## config.mk

```make
export PLATFORM = sky130hd
export DESIGN_NAME = rs_syndrome_engine
export DESIGN_NICKNAME = d
export VERILOG_FILES = /design/src/rtl/rs_syndrome_engine_pkg.sv /design/src/rtl/rs_syndrome_engine_gf_mul.sv /design/src/rtl/rs_syndrome_engine.sv
export SDC_FILE = /design/constraint.sdc
export NUM_CORES = 2
export LEC_CHECK = 0
export BUFFER_PORTS_ARGS = -buffer_cell sky130_fd_sc_hd__buf_2
export CORE_ASPECT_RATIO = 1.2
export CORE_MARGIN = 5
export CORE_UTILIZATION = 65
export CTS_BUF_LIST = sky130_fd_sc_hd__clkbuf_4 sky130_fd_sc_hd__clkbuf_8 sky130_fd_sc_hd__clkbuf_16
export CTS_CLUSTER_DIAMETER = 50
export DETAILED_ROUTE_END_ITERATION = 12
export PLACE_DENSITY = 0.82
export SKIP_LAST_GASP = 1
export SYNTH_ARGS = -nofsm -noshare
export SYNTH_HDL_FRONTEND = slang
export SYNTH_SLANG_ARGS = --single-unit
```

## constraint.sdc

```tcl
create_clock -name clk -period 6.9 [get_ports clk]
set_input_delay 1.38 -clock clk [delete_from_list [all_inputs] [get_ports clk]]
set_output_delay 1.38 -clock clk [all_outputs]
set_load 0.02 [all_outputs]
```

## src/rtl/rs_syndrome_engine_pkg.sv

```systemverilog
// Shared types and defaults for the Reed-Solomon syndrome engine.
package rs_pkg;

    localparam int SYM_W_DEF    = 8;
    localparam int MAX_NSYM_DEF = 32;
    localparam int NSYM_W       = 6;
    localparam int LEN_W        = 9;

    typedef enum logic [2:0] {
        IDLE,
        INIT,
        ACCEPT,
        MAC,
        DONE
    } state_t;

endpackage

```

## src/rtl/rs_syndrome_engine_gf_mul.sv

```systemverilog
// GF(2^SYM_W) multiplier, shift-and-add reduced modulo {1, poly}; purely combinational.
module gf_mul #(
    parameter int SYM_W = 8
) (
    input  logic [SYM_W-1:0] a,
    input  logic [SYM_W-1:0] b,
    input  logic [SYM_W-1:0] poly,
    output logic [SYM_W-1:0] p
);

    logic [SYM_W-1:0] acc;

    // NOTE: blocking assignments here on purpose; acc is a combinational chain rebuilt each evaluation.
    always_comb begin
        acc = '0;
        for (int i = SYM_W - 1; i >= 0; i--) begin
            acc = {acc[SYM_W-2:0], 1'b0} ^ (acc[SYM_W-1] ? poly : '0);
            if (b[i]) acc = acc ^ a;
        end
        p = acc;
    end

endmodule

```

## src/rtl/rs_syndrome_engine.sv

```systemverilog
// Streaming Reed-Solomon syndrome engine: Horner update S[i] = S[i]*root[i] ^ r,
// LANES syndromes per cycle, runtime-programmable field, roots and block length.
module rs_syndrome_engine
    import rs_pkg::*;
#(
    parameter int SYM_W    = SYM_W_DEF,
    parameter int MAX_NSYM = MAX_NSYM_DEF,
    parameter int LANES    = 4
) (
    input  logic              clk,
    input  logic              rst_n,
    input  logic [SYM_W-1:0]  cfg_poly,
    input  logic [SYM_W-1:0]  cfg_alpha,
    input  logic [SYM_W-1:0]  cfg_root0,
    input  logic [5:0]        cfg_nsym,
    input  logic [7:0]        cfg_len,
    input  logic              start,
    input  logic              in_valid,
    output logic              in_ready,
    input  logic [SYM_W-1:0]  in_data,
    input  logic              in_last,
    input  logic [4:0]        syn_addr,
    output logic [SYM_W-1:0]  syn_data,
    output logic              busy,
    output logic              done,
    output logic              nonzero,
    output logic              len_err
);

    localparam int IDX_W = $clog2(MAX_NSYM);
    localparam int NGRP  = (MAX_NSYM + LANES - 1) / LANES;
    localparam int GRP_W = (NGRP > 1) ? $clog2(NGRP) : 1;

    state_t              state;
    logic [SYM_W-1:0]    poly_q, alpha_q, root0_q, sym_q;
    logic [NSYM_W-1:0]   nsym_q, init_idx, nsym_clamped;
    logic [LEN_W-1:0]    remaining, len_ext;
    logic [GRP_W-1:0]    grp, last_grp;
    logic [SYM_W-1:0]    syn  [MAX_NSYM];
    logic [SYM_W-1:0]    root [MAX_NSYM];
    logic [SYM_W-1:0]    syn_or;

    logic [SYM_W-1:0]    lane_a [LANES];
    logic [SYM_W-1:0]    lane_b [LANES];
    logic [SYM_W-1:0]    lane_p [LANES];
    logic [IDX_W-1:0]    lane_idx [LANES];
    logic                lane_en [LANES];

    assign nsym_clamped = (int'(cfg_nsym) > MAX_NSYM) ? NSYM_W'(MAX_NSYM) : cfg_nsym;
    assign len_ext      = (cfg_len == 8'd0) ? LEN_W'(256) : {1'b0, cfg_len};
    assign last_grp     = (nsym_q == '0) ? '0 : GRP_W'((int'(nsym_q) - 1) / LANES);

    // Lane 0 doubles as the root generator while in INIT.
    always_comb begin
        for (int k = 0; k < LANES; k++) begin
            lane_idx[k] = IDX_W'(int'(grp) * LANES + k);
            lane_en[k]  = (int'(grp) * LANES + k) < int'(nsym_q);
            lane_a[k]   = syn[lane_idx[k]];
            lane_b[k]   = root[lane_idx[k]];
        end
        if (state == INIT) begin
            lane_a[0] = root[IDX_W'(int'(init_idx) - 1)];
            lane_b[0] = alpha_q;
        end
    end

    for (genvar k = 0; k < LANES; k++) begin : g_lane
        gf_mul #(.SYM_W(SYM_W)) u_mul (
            .a    (lane_a[k]),
            .b    (lane_b[k]),
            .poly (poly_q),
            .p    (lane_p[k])
        );
    end

    always_comb begin
        syn_or = '0;
        for (int i = 0; i < MAX_NSYM; i++) syn_or = syn_or | syn[i];
    end

    assign syn_data = (NSYM_W'(syn_addr) < nsym_q) ? syn[IDX_W'(syn_addr)] : '0;

    // NOTE: the syndrome/root banks are plain flops, so they take the async reset like any other state.
    always_ff @(posedge clk or negedge rst_n) begin
        if (!rst_n) begin
            state     <= IDLE;
            poly_q    <= '0;
            alpha_q   <= '0;
            root0_q   <= '0;
            sym_q     <= '0;
            nsym_q    <= '0;
            init_idx  <= '0;
            remaining <= '0;
            grp       <= '0;
            in_ready  <= 1'b0;
            busy      <= 1'b0;
            done      <= 1'b0;
            nonzero   <= 1'b0;
            len_err   <= 1'b0;
            for (int i = 0; i < MAX_NSYM; i++) begin
                syn[i]  <= '0;
                root[i] <= '0;
            end
        end else if (start) begin
            poly_q    <= cfg_poly;
            alpha_q   <= cfg_alpha;
            root0_q   <= cfg_root0;
            nsym_q    <= nsym_clamped;
            remaining <= len_ext;
            init_idx  <= '0;
            grp       <= '0;
            in_ready  <= 1'b0;
            busy      <= 1'b1;
            done      <= 1'b0;
            nonzero   <= 1'b0;
            len_err   <= 1'b0;
            state     <= INIT;
            for (int i = 0; i < MAX_NSYM; i++) syn[i] <= '0;
        end else begin
            case (state)
                IDLE: done <= 1'b0;
                INIT: begin
                    if (init_idx < nsym_q)
                        root[IDX_W'(init_idx)] <= (init_idx == '0) ? root0_q : lane_p[0];
                    if ((init_idx + NSYM_W'(1)) >= nsym_q) begin
                        in_ready <= 1'b1;
                        state    <= ACCEPT;
                    end else begin
                        init_idx <= init_idx + NSYM_W'(1);
                    end
                end
                ACCEPT: begin
                    if (in_valid) begin
                        sym_q     <= in_data;
                        grp       <= '0;
                        remaining <= remaining - LEN_W'(1);
                        if (in_last != (remaining == LEN_W'(1))) len_err <= 1'b1;
                        in_ready  <= 1'b0;
                        state     <= MAC;
                    end
                end
                MAC: begin
                    for (int k = 0; k < LANES; k++)
                        if (lane_en[k]) syn[lane_idx[k]] <= lane_p[k] ^ sym_q;
                    if (grp == last_grp) begin
                        if (remaining != '0) begin
                            in_ready <= 1'b1;
                            state    <= ACCEPT;
                        end else begin
                            state <= DONE;
                        end
                    end else begin
                        grp <= grp + GRP_W'(1);
                    end
                end
                DONE: begin
                    done    <= 1'b1;
                    busy    <= 1'b0;
                    nonzero <= |syn_or;
                    state   <= IDLE;
                end
                default: state <= IDLE;
            endcase
        end
    end

endmodule

```

==> flow_metrics.tcl <==
set metrics [dict create \
    synth_top_cell_by_area "dfrtp_1" \
    drc 0 \
    grt_max_degree 161 \
    slowest_delay_ns 0.92 \
    netlist_area_um2 39600 \
    placed_area_um2 41400 \
    dp_hpwl_um 127000 \
    num_vias 38307 \
    skew_ns 0.0406 \
    crit_type "flop to flop" \
    register_area_um2 14400 \
    start_util 0.653 \
    violations "negative setup slack" \
    synth_enable_flop_cells 0 \
    fp.dieW_um 235 \
    yosysTopAreaCellShare 0.364 \
    power.total_uw 26100 \
    setup_ws_ns -0.0878 \
    cp.arrival_ns 7.55 \
    worstSetupStartpointType "flop" \
    wl_per_cell_um 34.0 \
    grt_pass1_vias 36822 \
    peakVddDrop_mv 0.687 \
    io_pins 69 \
    fillers 4263 \
    synthFlopType "dfrtp_1" \
    synth_cells 4248 \
    antenna_found_initial 8 \
    cts_buffers 71 \
    hp-class "flop to flop" \
    worstPathRequired_ns 7.46 \
    end_kind "flop" \
    drt-pass1-iter-count 10 \
    holdBufCountCts 0 \
    placementRows 99 \
    drt-initial-drc-count 6415 \
    fin_crit_sh 1.01 \
    ys_types 100 \
    cap_violations 0 \
    cts_sinks 576 \
    yosysSeqAreaShare 0.364 \
    fin_area_um2 43900 \
    area_growth_pct 11.0 \
    hold_path_depth 2 \
    ant_nets 0 \
    run_status "complete, but fails checks" \
    worst_pin_slew_ns 1.30 \
    nets 4394 \
    syn_area_per_cell_um2 9.32 \
    critPathBufInv 2 \
    final.min_clock_period_ns 6.99 \
    synth_nets 4333 \
    ys_ff_latch 576 \
    h-tree-depth 3 \
    io_buffers 68 \
    clkLatencyLatePin_ns 0.66 \
    multi_input_area_um2 23800 \
    core_um2 60600 \
    max_freq_ghz 0.143 \
    cts_buffer_depth 3 \
    layout_commonest_cell "nand2_1" \
    leakage_uw 0.0184 \
    cts.clk_slew.worst_paths_ns 0.06 \
    power_density_nw_per_um2 593 \
    die_area_um2 66000 \
    cts_tree "built" \
    die_y_um 280 \
    finalSetupViolCount 56 \
    slowest_stage "o31ai_1" \
    worstPathCellList "buf_4 > o31ai_1 > buf_4 > nand2_2 > mux2i_1 > a311o_2 > o21a_4 > xnor2_1 > or3_1 > and3_4 > or2_4 > o31a_1 > a21o_1 > a211oi_2 > o31a_1 > o21ai_2 > xnor2_2 > xor2_2 > a32o_1" \
    clock-root-buffer "clkbuf_16" \
    routed_wl_um 176000 \
    layout-drive-gt1-share 0.186 \
    r2r.worst_path.cells 19 \
    routabilityCongestion 1.10 \
    hold_viol 0 \
    grtUsageTotal 0.521 \
    slew_violations 0 \
    relSlewSlack 0.131 \
    synth.area.top_cells "dfrtp_1 36%, mux4_2 10%, nand2_1 8.0%" \
    synthArstFlopShare 1.00 \
    grt_pass1_wl_um 254000 \
    mostFrequentLayoutCells "843 x nand2_1, 572 x dfrtp_1, 337 x o21ai_0" \
    overflow 0 \
    viasPerCell 7.41 \
    cp.depth 19 \
    crit_fanout 20 \
    cpLargestDelayFamily "compound AO/OA/AOI/OAI gates" \
    synth_warnings 0 \
]
-- synth_stat cells, types with 9 or more instances --
master,instances
nand4_1,31
mux2_2,136
dfrtp_1,576
nand2b_1,31
xnor3_1,13
mux4_2,178
nand3b_1,13
nand3_1,57
and2_1,14
xor2_1,63
or3_1,17
o211ai_1,21
o221ai_1,49
a211oi_1,21
a22oi_1,17
a22o_1,35
buf_4,17
buf_1,28
and3_1,24
a221oi_1,14
xnor2_2,12
clkbuf_1,161
o21ai_0,338
nand2_1,843
buf_2,71
ha_1,29
nor2b_1,31
o31ai_1,32
o22ai_1,53
a2111oi_0,9
nor3b_1,14
buf_6,17
a21oi_1,175
mux2i_1,123
nor4_1,74
xnor2_1,315
nor2_1,292
or2_2,11
o21ai_1,60
nor3_1,42
inv_1,30
-- repair_timing --
item	4_1_cts	5_1_grt
buffers inserted	0	1
gates resized for setup	0	12
setup endpoints to repair	0	263
-- state kept, by name, summed over array words and instances, names as in the netlist, 3 cells and up --
name,cells
alpha_q,8
grp,3
init_idx,6
nsym_q,6
poly_q,8
remaining,9
root,256
root0_q,8
state,3
sym_q,8
syn,256
-- cell type report --
cell class,count,area share
tap,808,0.0230
sequential,576,0.328
clock inverter,36,0.00940
clock buffer,89,0.0452
multi-input combinational,3346,0.542
timing repair buffer,282,0.0490
inverter,32,0.00273
antenna,4,0.000228
-- where the power goes --
group          internal, uW  total [uW]  leakage [uW]  switching, uW
combinational          6470       18100       0.00929          11600
clock                  2200        3880       0.00117           1680
sequential             3620        4110       0.00790            499
-- path summary, 6_finish.rpt --
kind                             start        to  slack, ns
hold reg to reg                   busy      busy       0.49
min in group asynchronous        rst_n  syn[177]       0.72
max in group asynchronous        rst_n  syn[222]       4.63
setup / recovery           init_idx[2]  syn[249]      -0.09
setup reg to reg           init_idx[2]  syn[249]      -0.09
hold / removal                    busy      busy       0.49
-- tightest hold or removal path: cells and delay by family (launching register included) --
| kind | cells | cell delay (ns) |
|---|---|---|
| AND/OR/NAND/NOR | 2 | 0.11 |
| flip-flops | 1 | 0.35 |
-- kinds of logic (layout without fill, tap and decap cells) --
family	after synthesis	after routing	synth area share
AO/OA/AOI/OAI	941	941	0.149
XOR/XNOR	408	408	0.0985
adder cells (fa/ha/maj)	29	29	0.00917
buffers and inverters	326	439	0.0380
flip-flops	576	576	0.364
multiplexers	438	438	0.171
other	0	4	0
AND/OR/NAND/NOR	1530	1530	0.170
-- metrics by stage --
stage          setup WS, ns  hold slack (ns)  setup TNS, ns  utilization  instances
2_1_floorplan         0.565            0.457              0            -       4248
4_1_cts              0.0695            0.493              0        0.723       5167
5_1_grt              -0.288            0.516         -28.12        0.725       5169
3_5_place_dp          0.119            0.480              0        0.684       5042
6_report            -0.0878            0.490          -2.74        0.725       5173
3_3_place_gp          0.256            0.456              0        0.684       5042
-- per-layer routing --
layer | vias to the layer above | track usage | wire (um)
met2 | 3398 | 0.781 | 75100
li1 | 15415 | - | -
met1 | 18335 | 0.593 | 55600
met4 | 2 | 0.469 | 21500
met3 | 1157 | 0.175 | 23500
met5 | - | 0.000722 | 17
No activity file was read; power rests on OpenSTA's default activity.
